<file path="src/rtl/instr_sequencer.sv">
// Fetch/execute sequencer for the 8-bit model CPU: instruction register, phase bit,
// carry/zero flags, retired-instruction counter and one-hot opcode decode.
module instr_sequencer #(
  parameter int CNT_W = 8
) (
  input  logic             clk,
  input  logic             rst_n,
  input  logic [7:0]       ram_dout,
  input  logic             ir_ld,
  input  logic             sm_en,
  input  logic             cf_en,
  input  logic             zf_en,
  input  logic             alu_cf,
  input  logic             alu_zf,
  output logic [7:0]       ir,
  output logic             sm,
  output logic             z,
  output logic             c,
  output logic             mova,
  output logic             movb,
  output logic             movc,
  output logic             add,
  output logic             sub,
  output logic             and1,
  output logic             not1,
  output logic             rsr,
  output logic             rsl,
  output logic             jmp,
  output logic             jz,
  output logic             jc,
  output logic             in1,
  output logic             out1,
  output logic             nop,
  output logic             halt,
  output logic             halted,
  output logic [CNT_W-1:0] instr_cnt
);

  typedef enum logic [1:0] {
    ST_FETCH = 2'd0,
    ST_EXEC  = 2'd1,
    ST_HALT  = 2'd2
  } state_t;

  state_t state;
  state_t state_nxt;

  // Next-state logic; halt is decoded from flops only, so no loop via sm_en.
  always_comb begin
    state_nxt = state;
    case (state)
      ST_FETCH: if (sm_en) state_nxt = ST_EXEC;
      ST_EXEC: begin
        if (sm_en)     state_nxt = ST_FETCH;
        else if (halt) state_nxt = ST_HALT;
      end
      ST_HALT:  state_nxt = ST_HALT;
      default:  state_nxt = ST_FETCH;
    endcase
  end

  // sm and halted are registered copies of the next state rather than decodes.
  always_ff @(posedge clk or negedge rst_n) begin
    if (!rst_n) begin
      state     <= ST_FETCH;
      sm        <= 1'b0;
      halted    <= 1'b0;
      instr_cnt <= '0;
    end else begin
      state  <= state_nxt;
      sm     <= (state_nxt != ST_FETCH);
      halted <= (state_nxt == ST_HALT);
      if (state == ST_EXEC && sm_en)
        instr_cnt <= instr_cnt + CNT_W'(1);
    end
  end

  // IR and flags freeze once the core has halted.
  always_ff @(posedge clk or negedge rst_n) begin
    if (!rst_n) begin
      ir <= 8'h00;
      c  <= 1'b0;
      z  <= 1'b0;
    end else if (state != ST_HALT) begin
      if (ir_ld) ir <= ram_dout;
      if (cf_en) c  <= alu_cf;
      if (zf_en) z  <= alu_zf;
    end
  end

  always_comb begin
    mova = 1'b0;
    movb = 1'b0;
    movc = 1'b0;
    add  = 1'b0;
    sub  = 1'b0;
    and1 = 1'b0;
    not1 = 1'b0;
    rsr  = 1'b0;
    rsl  = 1'b0;
    jmp  = 1'b0;
    jz   = 1'b0;
    jc   = 1'b0;
    in1  = 1'b0;
    out1 = 1'b0;
    nop  = 1'b0;
    halt = 1'b0;
    if (state != ST_FETCH) begin
      case (ir[7:4])
        4'b0000: nop  = 1'b1;
        4'b0001: halt = 1'b1;
        4'b0010: in1  = 1'b1;
        4'b0011: out1 = 1'b1;
        4'b0100: jmp  = 1'b1;
        4'b0101: jz   = 1'b1;
        4'b0110: jc   = 1'b1;
        4'b0111: begin
          if (ir[0]) rsl = 1'b1;
          else       rsr = 1'b1;
        end
        4'b1000: add  = 1'b1;
        4'b1001: sub  = 1'b1;
        4'b1010: and1 = 1'b1;
        4'b1011: not1 = 1'b1;
        4'b1100: mova = 1'b1;
        4'b1101: movb = 1'b1;
        4'b1110: movc = 1'b1;
        default: nop  = 1'b1;
      endcase
    end
  end

endmodule

</file>
<file path="config.mk">
export PLATFORM = sky130hd
export DESIGN_NAME = instr_sequencer
export DESIGN_NICKNAME = d
export VERILOG_FILES = /design/src/rtl/instr_sequencer.sv
export SDC_FILE = /design/constraint.sdc
export NUM_CORES = 1
export LEC_CHECK = 0
export BUFFER_PORTS_ARGS = -buffer_cell sky130_fd_sc_hd__buf_2
export CAP_MARGIN = 15
export CORE_MARGIN = 2
export CORE_UTILIZATION = 45
export CTS_CLUSTER_SIZE = 12
export DETAILED_ROUTE_END_ITERATION = 7
export PLACE_DENSITY = 0.85
export SYNTH_ARGS = -nofsm -noshare
export SYNTH_HDL_FRONTEND = slang
export SYNTH_SLANG_ARGS = --single-unit
</file>
<file path="constraint.sdc">
create_clock -name clk -period 1.5 [get_ports clk]
set_input_delay 0.15 -clock clk [delete_from_list [all_inputs] [get_ports clk]]
set_output_delay 0.15 -clock clk [all_outputs]
set_load 0.01 [all_outputs]
</file>
### Word level (Yosys, flattened, before mapping)

Cells that the tools add are included.

* flip-flop bits (word level): 22
* logic and storage cells: 72

* add/sub/neg operators: 1
* equality and inequality tests: 18
* multiplexer cells: 38
* reduce and logical (&&, ||, !) cells: 8

Operators with widths (count)
* two-way mux 1 bit: 34
* equality test 4 bit, second input constant: 7
* equality test 4 x 3 -> 1 bit, second input constant: 4
* OR reduction 14 bit: 1
* adder 8 x 1 -> 8 bit, second input constant: 1
* equality test 4 x 2 -> 1 bit, second input constant: 2
* two-way mux 2 bit: 3
* one-hot mux 2 bit (3 select lines): 1
* AND reduction 2 bit: 3
* equality test 2 bit, second input constant: 2
* equality test 4 x 1 -> 1 bit, second input constant: 1
* nonzero test 2 bit: 2
* equality test 2 x 1 -> 1 bit, second input constant: 1
* zero test 2 bit: 1
* inequality test 2 bit, second input constant: 1
* logical AND 1 bit: 1

### Depth between registers and ports, before layout

Gate-level depths: netlist (run 1).

* depth after elaboration: 7
* gate-level depth with buffers: 5
* mapped depth without buffers: 3

### Worst setup path before layout (run 1)

OpenSTA, ideal clock, no wires.

* kind: reg2out
* start: reg ir[6]
* end: out nop
* arrival: 1246 ps
* path slack: 104 ps
* cell stages (with the launch flop): 4
* buffers on the path: 1
* path through: dfrtp_1 -> buf_6 -> or4_1 -> a21oi_1

* longest elaborated chain between the ends: 4
* elaborated cells on any way between the ends: 17
* those cells by class: eq/ne (14); mux (2); reduce/logical (1)

RTL lines
* start, declared: RTL line 15 `output logic [7:0] ir,`
* start signal, assigned: RTL line 85 `if (ir_ld) ir <= ram_dout;`
* equality test 4 x 3 -> 1 bit (tied with other cells): RTL line 109 `case (ir[7:4])`
* OR reduction 14 bit (no line) (*)
* two-way mux 1 bit (*): RTL line 109
* two-way mux 1 bit (*): RTL line 108 `if (state != ST_FETCH) begin`
* end, declared: RTL line 33 `output logic nop,`

Every way passes the cells marked *; elsewhere a longest branch is shown, timed or not.

### Final worst setup path (run 1)

* start: reg ir[5]
* end: out nop

The elaborated chain is that of the path after synthesis.

==> results.txt, run 1 <==
status - complete, but fails checks
violated checks - negative setup slack
# DRC - 0
Starting Density - 47.9%
first-pass GRT wire length - 3620 um
pre-CTS WS - 87.5 ps
Worst-path clk slew - 120 ps
CP required - 1350 ps
Syn Area/Cell - 11.3 um^2
ANT nets after route - 0
placed insts - 172
CTS Buf Count - 3
io pins - 52
RD Place Congestion - 0.728
FP Rows - 17
vias in the first global route - 816
root buffer cell - clkbuf_4
non-filler instance count after layout - 184
Layout Area Growth over Synthesis - 39.2%
Internal - 1.18 mW
Final Hold Viols - 0
Reg power frac - 47.8%
CP endpoint kind - primary output
Worst Hold End - c$_DFFE_PN0P_
pin count of the biggest net entering global routing - 23
crit share post-route - 112%
H-tree Lvls - 1
design area - 1490 um^2
gr ovfl total - 0
detailed placement HPWL - 1750 um
startpoint types - flip-flop
Final Util - 66.7%
setup TNS - -1550 ps
min-delay src - alu_cf
type of the worst min-delay path - input port to flip-flop
Synth cell types - 30
routed vias/inst - 5.10
nets - 174
fraction of layout cells with a size suffix above 1 - 59.6%
flops & latches, synth - 22
DP Area - 1350 um^2
Total GRT Usage - 17.9%
Worst EP arrival - 1530 ps
Pleak - 0.749 nW
die area - 2780 um^2
Setup Skew - 5.25 ps
Comb power frac - 34.7%
minimum hold slack - 76.6 ps
initial antenna violation count - 0
Worst Hold Depth - 2
Initial DRC Count - 3
Die X - 52.8 um
Port Buffers - 51
highest clock rate - 594 MHz
Net Sw Frac - 34.2%
Syn. warnings - 0
FILL cells - 187
post-synthesis net count - 112
Slew @ Worst Pin - 466 ps
PnR worst setup slack - -182 ps
Final min period - 1680 ps
core area - 2230 um^2
crit-path max FO - 4
Final setup viols - 17
slew margin rel. - 68.9%
RR Endpoint - state[0]$_DFF_PN0_
Power Dens Cells - 1210 nW/um^2
CTS max path bufs - 2
net load switching power - 0.615 mW
Reg2Reg Setup Slack - -20 ps
Die H - 52.8 um
drt total wl - 2410 um
Final Power - 1.80 mW
worst skew pair latency - 300 ps
Mapped Cells - 95
ANT cells - 0
first drt pass iteration count - 2
Max Slew Vio Count - 0
RSZ-0062 raised after global routing - yes
reg2reg start - ir[5]$_DFFE_PN0P_
Max IR drop VDD - 0.874 mV
Clock Power Share - 17.5%
Register-to-Register Path Depth - 5
vias - 938
Sink Count - 22
CTS tree - done
max_cap viols - 0
Cell Area, Synth - 1070 um^2
sequential fraction of the synthesis area - 51.5%
Crit Path Class - flip-flop to primary output
post-DR wirelength/cell - 13.1 um
[what timing repair did]
action,CTS,global route
hold buffers,1,0
gates resized for setup,9,5
endpoints found under the setup margin,16,27
pin swaps,6,2
hold endpoints to repair,22,0
buffers inserted,7,0
[worst max-delay path: stages, from the launching register on]
cell and delay, ps:
dfrtp_2 450, or4_4 540, a21oi_2 120, buf_2 130
[how the worst max path moves through the flow]
| stage | from | end | depth (start not counted) |
|---|---|---|---|
| 2_1_floorplan | ir[6]$_DFFE_PN0P_ | nop | 3 |
| 3_3_place_gp | ir[4]$_DFFE_PN0P_ | nop | 3 |
| 3_5_place_dp | ir[4]$_DFFE_PN0P_ | nop | 3 |
| 4_1_cts | ir[5]$_DFFE_PN0P_ | nop | 3 |
| 5_1_grt | ir[5]$_DFFE_PN0P_ | nop | 3 |
| 6_report | ir[5]$_DFFE_PN0P_ | nop | 3 |
[synth_stat cells, drive strengths merged]
cell type / instances / share of area (%)
a21oi: 2 / 0.94
and3: 2 / 1.2
and3b: 1 / 0.82
and4: 1 / 0.82
buf: 4 / 2.5
dfrtp: 22 / 51
ha: 1 / 1.2
inv: 1 / 0.35
mux2: 11 / 12
nand2: 5 / 2.0
nand2b: 4 / 2.6
nand3: 2 / 0.94
nand3b: 1 / 0.70
nand4: 4 / 2.3
nor2: 12 / 4.2
nor3: 5 / 3.3
o211ai: 1 / 0.70
o21ai: 2 / 0.94
or3: 1 / 0.59
or3b: 3 / 2.5
or4: 1 / 0.70
or4b: 1 / 1.3
xnor2: 7 / 5.7
xor2: 1 / 0.82
[sequential cells by signal, summed over array words and instances (netlist names)]
name,flops
instr_cnt,8
halted,1
c,1
state,2
sm,1
z,1
ir,8
[power groups by stage]
stage               registers (mW)  clock network (mW)  logic, mW
floorplan                    0.896                   0      0.292
CTS                          0.857               0.323      0.613
global placement             0.869                   0      0.517
finish                       0.860               0.314      0.624
detailed placement           0.876                   0      0.540
global route                 0.887               0.339      0.674
[final cells by class]
| type | count | area, um^2 | share of cell area (%) |
|---|---|---|---|
| clock buffer | 4 | 36.3 | 2.44 |
| timing repair buffer | 61 | 333 | 22.4 |
| multi-input combinational | 68 | 524 | 35.2 |
| inverter | 1 | 3.75 | 0.252 |
| sequential | 22 | 557 | 37.4 |
| tap | 28 | 35.0 | 2.35 |
[cell families (layout without fill, tap and decap cells)]
family | count (synthesis) | count (layout) | share of synthesized area [%]
compound gates | 5 | 5 | 2.57
xor+xnor | 8 | 8 | 6.55
fa+ha+maj | 1 | 1 | 1.17
buf+inv | 5 | 66 | 2.81
flops | 22 | 22 | 51.5
mux | 11 | 11 | 11.6
simple gates | 43 | 43 | 23.9
[cell usage in the layout, fill, tap and decap left out, drive strengths merged, types with 2 or more instances in the layout]
| cell | Yosys | layout |
|---|---|---|
| buf | 4 | 60 |
| dfrtp | 22 | 22 |
| nor2 | 12 | 12 |
| mux2 | 11 | 11 |
| xnor2 | 7 | 7 |
| nand2 | 5 | 5 |
| nor3 | 5 | 5 |
| nand4 | 4 | 4 |
| clkbuf | 0 | 4 |
| nand2b | 4 | 4 |
| or3b | 3 | 3 |
| a21oi | 2 | 2 |
| and3 | 2 | 2 |
| nand3 | 2 | 2 |
| o21ai | 2 | 2 |
[metal layers]
metal / vias to the layer above / global-route usage, % / part of all wire (%)
li1: 454 / - / -
met1: 445 / 19.7 / 38
met2: 37 / 34.2 / 55
met3: 2 / 3.71 / 6.3
met4: 0 / 5.13 / 0.42
met5: - / 0 / 0
(Power assumes the default switching activity.)
==> run 2: changes to the inputs <==
--- a/config.mk
+++ b/config.mk
@@ -12,6 +12,7 @@
 export CTS_CLUSTER_SIZE = 12
 export DETAILED_ROUTE_END_ITERATION = 7
 export PLACE_DENSITY = 0.85
+export SKIP_CTS_REPAIR_TIMING = 1
 export SYNTH_ARGS = -nofsm -noshare
 export SYNTH_HDL_FRONTEND = slang
 export SYNTH_SLANG_ARGS = --single-unit
==> constraint.sdc (replaced) <==
create_clock -name clk -period 1.5 [get_ports clk]
set_input_delay 0.15 -clock clk [delete_from_list [all_inputs] [get_ports clk]]
set_output_delay 0.15 -clock clk [all_outputs]
set_load 0.05 [all_outputs]
==> run 2 against run 1 <==
  * The run still ends with negative setup slack left
  * Design area is 24% higher
  * Setup slack worse by 110 ps
  * Routed wire length is 37% higher
  * Clock-buffer cell count stayed put
  * Critical path depth is 1 higher
  * Core utilization is 16 points higher
  * First-iteration DRC count grew to 4.0 times the previous value
  * Sequential power is 1% higher
  * Sequential cell count stayed put
  * Critical path type unchanged
==> results.txt, run 2 (synthesis results as in run 1) <==
detailed placement HPWL - 1960 um
FP Rows - 17
startpoint types - flip-flop
Setup Skew - 5.15 ps
RR Endpoint - ir[0]$_DFFE_PN0P_
WP depth - 4
Pleak - 0.847 nW
Max Slew Vio Count - 0
Sink Count - 22
worst skew pair latency - 300 ps
Worst-path clk slew - 120 ps
critical path startpoint - state[1]$_DFF_PN0_
Port Buffers - 51
Die H - 52.8 um
commonest cells after routing, fill and taps aside - buf_2 (35), dfrtp_1 (18), buf_6 (14)
# DRC - 0
Worst setup endpoint - in1
Slew @ Worst Pin - 496 ps
post-DR wirelength/cell - 17.0 um
Reg power frac - 35.2%
Final Power - 2.47 mW
Net Sw Frac - 47.3%
Comb power frac - 51.9%
CP max stage cell - or3b_4
placed insts - 178
ANT cells - 0
io pins - 52
Reg2Reg Setup Slack - 40 ps
setup TNS - -3350 ps
Final setup viols - 16
non-filler instance count after layout - 193
first-pass GRT wire length - 3990 um
Power Dens Cells - 1340 nW/um^2
Worst EP arrival - 1640 ps
Initial DRC Count - 12
Cell Chain, Critical Path - nor2_2, or3b_4, nor3_4, buf_6
status - complete, but fails checks
slew margin rel. - 67.0%
core area - 2230 um^2
min-delay src - ram_dout[1]
commonest non-fill, non-tap cell in the layout - buf_2
root buffer cell - clkbuf_4
routed vias/inst - 5.12
RSZ-0062 raised after global routing - yes
Starting Density - 47.9%
CP required - 1350 ps
Max IR drop VDD - 1.71 mV
crit share post-route - 120%
FILL cells - 141
crit-path leading delay family - simple AND/OR/NAND/NOR gates
reg2reg start - state[0]$_DFF_PN0_
RD Place Congestion - 0.729
WP buf/inv - 1
vias in the first global route - 888
crit-path max FO - 4
violated checks - negative setup slack
Total GRT Usage - 20.0%
Layout Area Growth over Synthesis - 72.5%
highest clock rate - 557 MHz
CP endpoint kind - primary output
CP max stage delay - 480 ps
CTS max path bufs - 2
net load switching power - 1.17 mW
initial antenna violation count - 0
die area - 2780 um^2
Largest regs - instr_cnt: 8 flops, ir: 8 flops, state: 2 flops
Clock Power Share - 12.9%
H-tree Lvls - 1
gr ovfl total - 0
pin count of the biggest net entering global routing - 23
ANT nets after route - 0
CTS Buf Count - 3
drt total wl - 3290 um
Final min period - 1790 ps
first drt pass iteration count - 4
Final Util - 82.6%
Final Hold Viols - 0
Die X - 52.8 um
PnR worst setup slack - -295 ps
type of the worst min-delay path - input port to flip-flop
vias - 989
nets - 183
Internal - 1.30 mW
max_cap viols - 0
Crit Path Class - flip-flop to primary output
CTS tree - done
Register-to-Register Path Depth - 4
fraction of layout cells with a size suffix above 1 - 69.7%
==> run 2: cell types whose count changed in the layout (fill, tap and decap cells not counted), moves of 3 or more <==
cell / before / now
nor2_1: 10 / 1
buf_6: 0 / 14
buf_8: 0 / 8
buf_2: 51 / 35
nor2_4: 0 / 10
nor3_1: 3 / 0
nor3_4: 0 / 5
==> run 2: final cells by class <==
class                      count  area [um^2]  area share (%)
timing repair buffer          70          566            30.6
clock buffer                   4         36.3            1.97
inverter                       1         3.75           0.203
multi-input combinational     68          649            35.2
tap                           28         35.0            1.90
sequential                    22          556            30.1
==> run 2: metal layers <==
| metal | vias up | wire length [um] | track usage [%] |
|---|---|---|---|
| li1 | 473 | - | - |
| met2 | 32 | 1860 | 36.0 |
| met3 | 6 | 117 | 3.14 |
| met4 | 0 | 64 | 7.69 |
| met1 | 478 | 1240 | 23.6 |
| met5 | - | 0 | 0 |
==> run 2: power by group through the flow <==
stage / Combinational (mW) / Sequential [mW] / Clock (mW)
3_5_place_dp: 1.13 / 0.871 / 0
5_1_grt: 1.34 / 0.891 / 0.358
4_1_cts: 1.14 / 0.860 / 0.328
6_report: 1.28 / 0.870 / 0.319
2_1_floorplan: 0.465 / 1.25 / 0
3_3_place_gp: 1.11 / 0.856 / 0
==> run 2: worst min path at each step <==
stage / endpoint / depth (start not counted)
after floorplan: c$_DFFE_PN0P_ / 0
after global placement: instr_cnt[0]$_DFFE_PN0P_ / 1
after detailed placement: instr_cnt[6]$_DFFE_PN0P_ / 1
after CTS: instr_cnt[6]$_DFFE_PN0P_ / 1
after global routing: ir[3]$_DFFE_PN0P_ / 2
final: ir[1]$_DFFE_PN0P_ / 2
==> run 2: worst reg2reg max path: stages (launching register included) <==
cell      delay (ps)
dfrtp_1          430
buf_6            140
nand2b_2         220
nand2_2          200
mux2_2           370
==> run 2: metrics by stage <==
step                      instance area [um^2]  setup WS (ps)  hold WS (ps)
after floorplan                           1230           -186          -146
after global placement                    1550         -0.958           133
after detailed placement                  1550          -19.2           135
after CTS                                 1580           -371          -208
after global routing                      1850           -366          50.4
final                                     1850           -295          76.1
==> run 3: changes to the inputs <==
--- a/config.mk
+++ b/config.mk
@@ -7,7 +7,6 @@
 export LEC_CHECK = 0
 export BUFFER_PORTS_ARGS = -buffer_cell sky130_fd_sc_hd__buf_2
 export CAP_MARGIN = 15
-export CORE_MARGIN = 2
 export CORE_UTILIZATION = 45
 export CTS_CLUSTER_SIZE = 12
 export DETAILED_ROUTE_END_ITERATION = 7
==> run 3 against run 2 <==
  * The run still ends with negative setup slack left
  * Highest routed layer unchanged
  * Clock power decreased by 12%
  * Critical path depth unchanged
  * Combinational power decreased by 5%
  * Sequential power decreased by 1%
  * Routed wire length decreased by 13%
  * Critical endpoint unchanged
  * First-iteration DRC count increased by 33%
  * Sequential cell count unchanged
  * Setup slack improved by 33 ps
  * Global-route usage decreased by 0.15 points
  * Die area decreased by 7.4%
==> results.txt, run 3 (synthesis results as in run 1) <==
Port Buffers - 51
multi-input logic area - 652 um^2
commonest cells after routing, fill and taps aside - buf_2 (36), dfrtp_1 (18), buf_6 (13)
startpoint types - flip-flop
Final min period - 1760 ps
first-pass GRT wire length - 3690 um
CP max stage delay - 480 ps
CTS max path bufs - 2
Layout Area Growth over Synthesis - 64.9%
Max IR drop VDD - 1.20 mV
FP Rows - 17
worst skew pair latency - 310 ps
commonest non-fill, non-tap cell in the layout - buf_2
pin count of the biggest net entering global routing - 23
initial antenna violation count - 0
CP endpoint kind - primary output
Worst-path clk slew - 120 ps
highest clock rate - 568 MHz
H-tree Lvls - 1
io pins - 52
detailed placement HPWL - 1830 um
post-DR wirelength/cell - 15.2 um
placed insts - 180
FILL cells - 153
vias in the first global route - 842
Die H - 50.8 um
crit share post-route - 117%
WP depth - 4
Max Slew Vio Count - 0
ANT cells - 0
Starting Density - 47.9%
Worst Hold Depth - 2
first drt pass iteration count - 4
nets - 178
Final setup viols - 16
CP required - 1350 ps
RSZ-0062 raised after global routing - yes
Initial DRC Count - 16
Setup Skew - 8.86 ps
crit-path leading delay family - simple AND/OR/NAND/NOR gates
crit-path max FO - 4
core area - 2230 um^2
Cell Chain, Critical Path - nor2_2, or3b_4, nor3_4, buf_6
status - complete, but fails checks
violated checks - negative setup slack
pre-CTS WS - -18.0 ps
Sink Count - 22
slew margin rel. - 67.7%
Register-to-Register Path Depth - 4
type of the worst min-delay path - input port to flip-flop
Power Dens Cells - 1340 nW/um^2
CTS tree - done
gr ovfl total - 0
Crit Path Class - flip-flop to primary output
Worst EP arrival - 1610 ps
DP Area - 1560 um^2
PnR worst setup slack - -261 ps
non-filler instance count after layout - 188
routed vias/inst - 5.16
FF+latch area - 556 um^2
max_cap viols - 0
ANT nets after route - 0
fraction of layout cells with a size suffix above 1 - 67.5%
drt total wl - 2860 um
Die X - 50.8 um
Slew @ Worst Pin - 484 ps
vias - 971
root buffer cell - clkbuf_4
Pleak - 0.809 nW
setup TNS - -2950 ps
CTS Buf Count - 3
WP buf/inv - 1
Total GRT Usage - 19.9%
Final Hold Viols - 0
design area - 1760 um^2
Largest regs - instr_cnt: 8 flops, ir: 8 flops, state: 2 flops
RD Place Congestion - 0.771
# DRC - 0
die area - 2580 um^2
CP max stage cell - or3b_4
-- run 3: final cells by class --
class	count	share of cell area, %
Inverter	1	0.213
Clock buffer	4	1.49
Tap cell	28	1.99
Multi-Input combinational cell	68	37.0
Timing Repair Buffer	65	27.9
Sequential cell	22	31.5
-- run 3: worst register-to-register path, delay by kind of cell (launching register included) --
kind	cells	cell delay, ps
buffers and inverters	2	260
and+or+nand+nor	1	320
DFF	1	420
muxes	1	330
-- run 3: stage by stage --
step / hold slack [ps] / utilization, % / power, mW
after floorplan: -146 / - / 1.72
after global placement: 129 / 70.0 / 1.97
after detailed placement: 140 / 70.0 / 2.00
after CTS: -208 / 71.1 / 2.27
after global routing: 41.2 / 79.0 / 2.47
final: 61.0 / 79.0 / 2.36
-- run 3: routing by layer --
metal / GRT usage (%) / vias to the layer above / share of wire (%)
li1: - / 465 / -
met4: 11.1 / 0 / 4.2
met2: 32.7 / 34 / 54
met5: 0 / - / 0
met1: 24.0 / 462 / 38
met3: 4.24 / 10 / 3.8
-- run 3: power breakdown --
| part | switching [mW] | total (mW) | internal, mW |
|---|---|---|---|
| clock network | 0.176 | 0.280 | 0.104 |
| registers | 0.137 | 0.857 | 0.720 |
| logic | 0.821 | 1.22 | 0.403 |
-- run 3: worst paths after layout --
| kind | from | end | slack (ps) |
|---|---|---|---|
| min in group asynchronous | rst_n | instr_cnt[2]$_DFFE_PN0P_ | 330 |
| hold reg to reg | instr_cnt[7]$_DFFE_PN0P_ | instr_cnt[7]$_DFFE_PN0P_ | 480 |
| hold / removal | alu_zf | z$_DFFE_PN0P_ | 60 |
| max in group asynchronous | rst_n | ir[4]$_DFFE_PN0P_ | 810 |
| setup reg to reg | state[1]$_DFF_PN0_ | instr_cnt[1]$_DFFE_PN0P_ | 60 |
| setup / recovery | state[0]$_DFF_PN0_ | in1 | -260 |
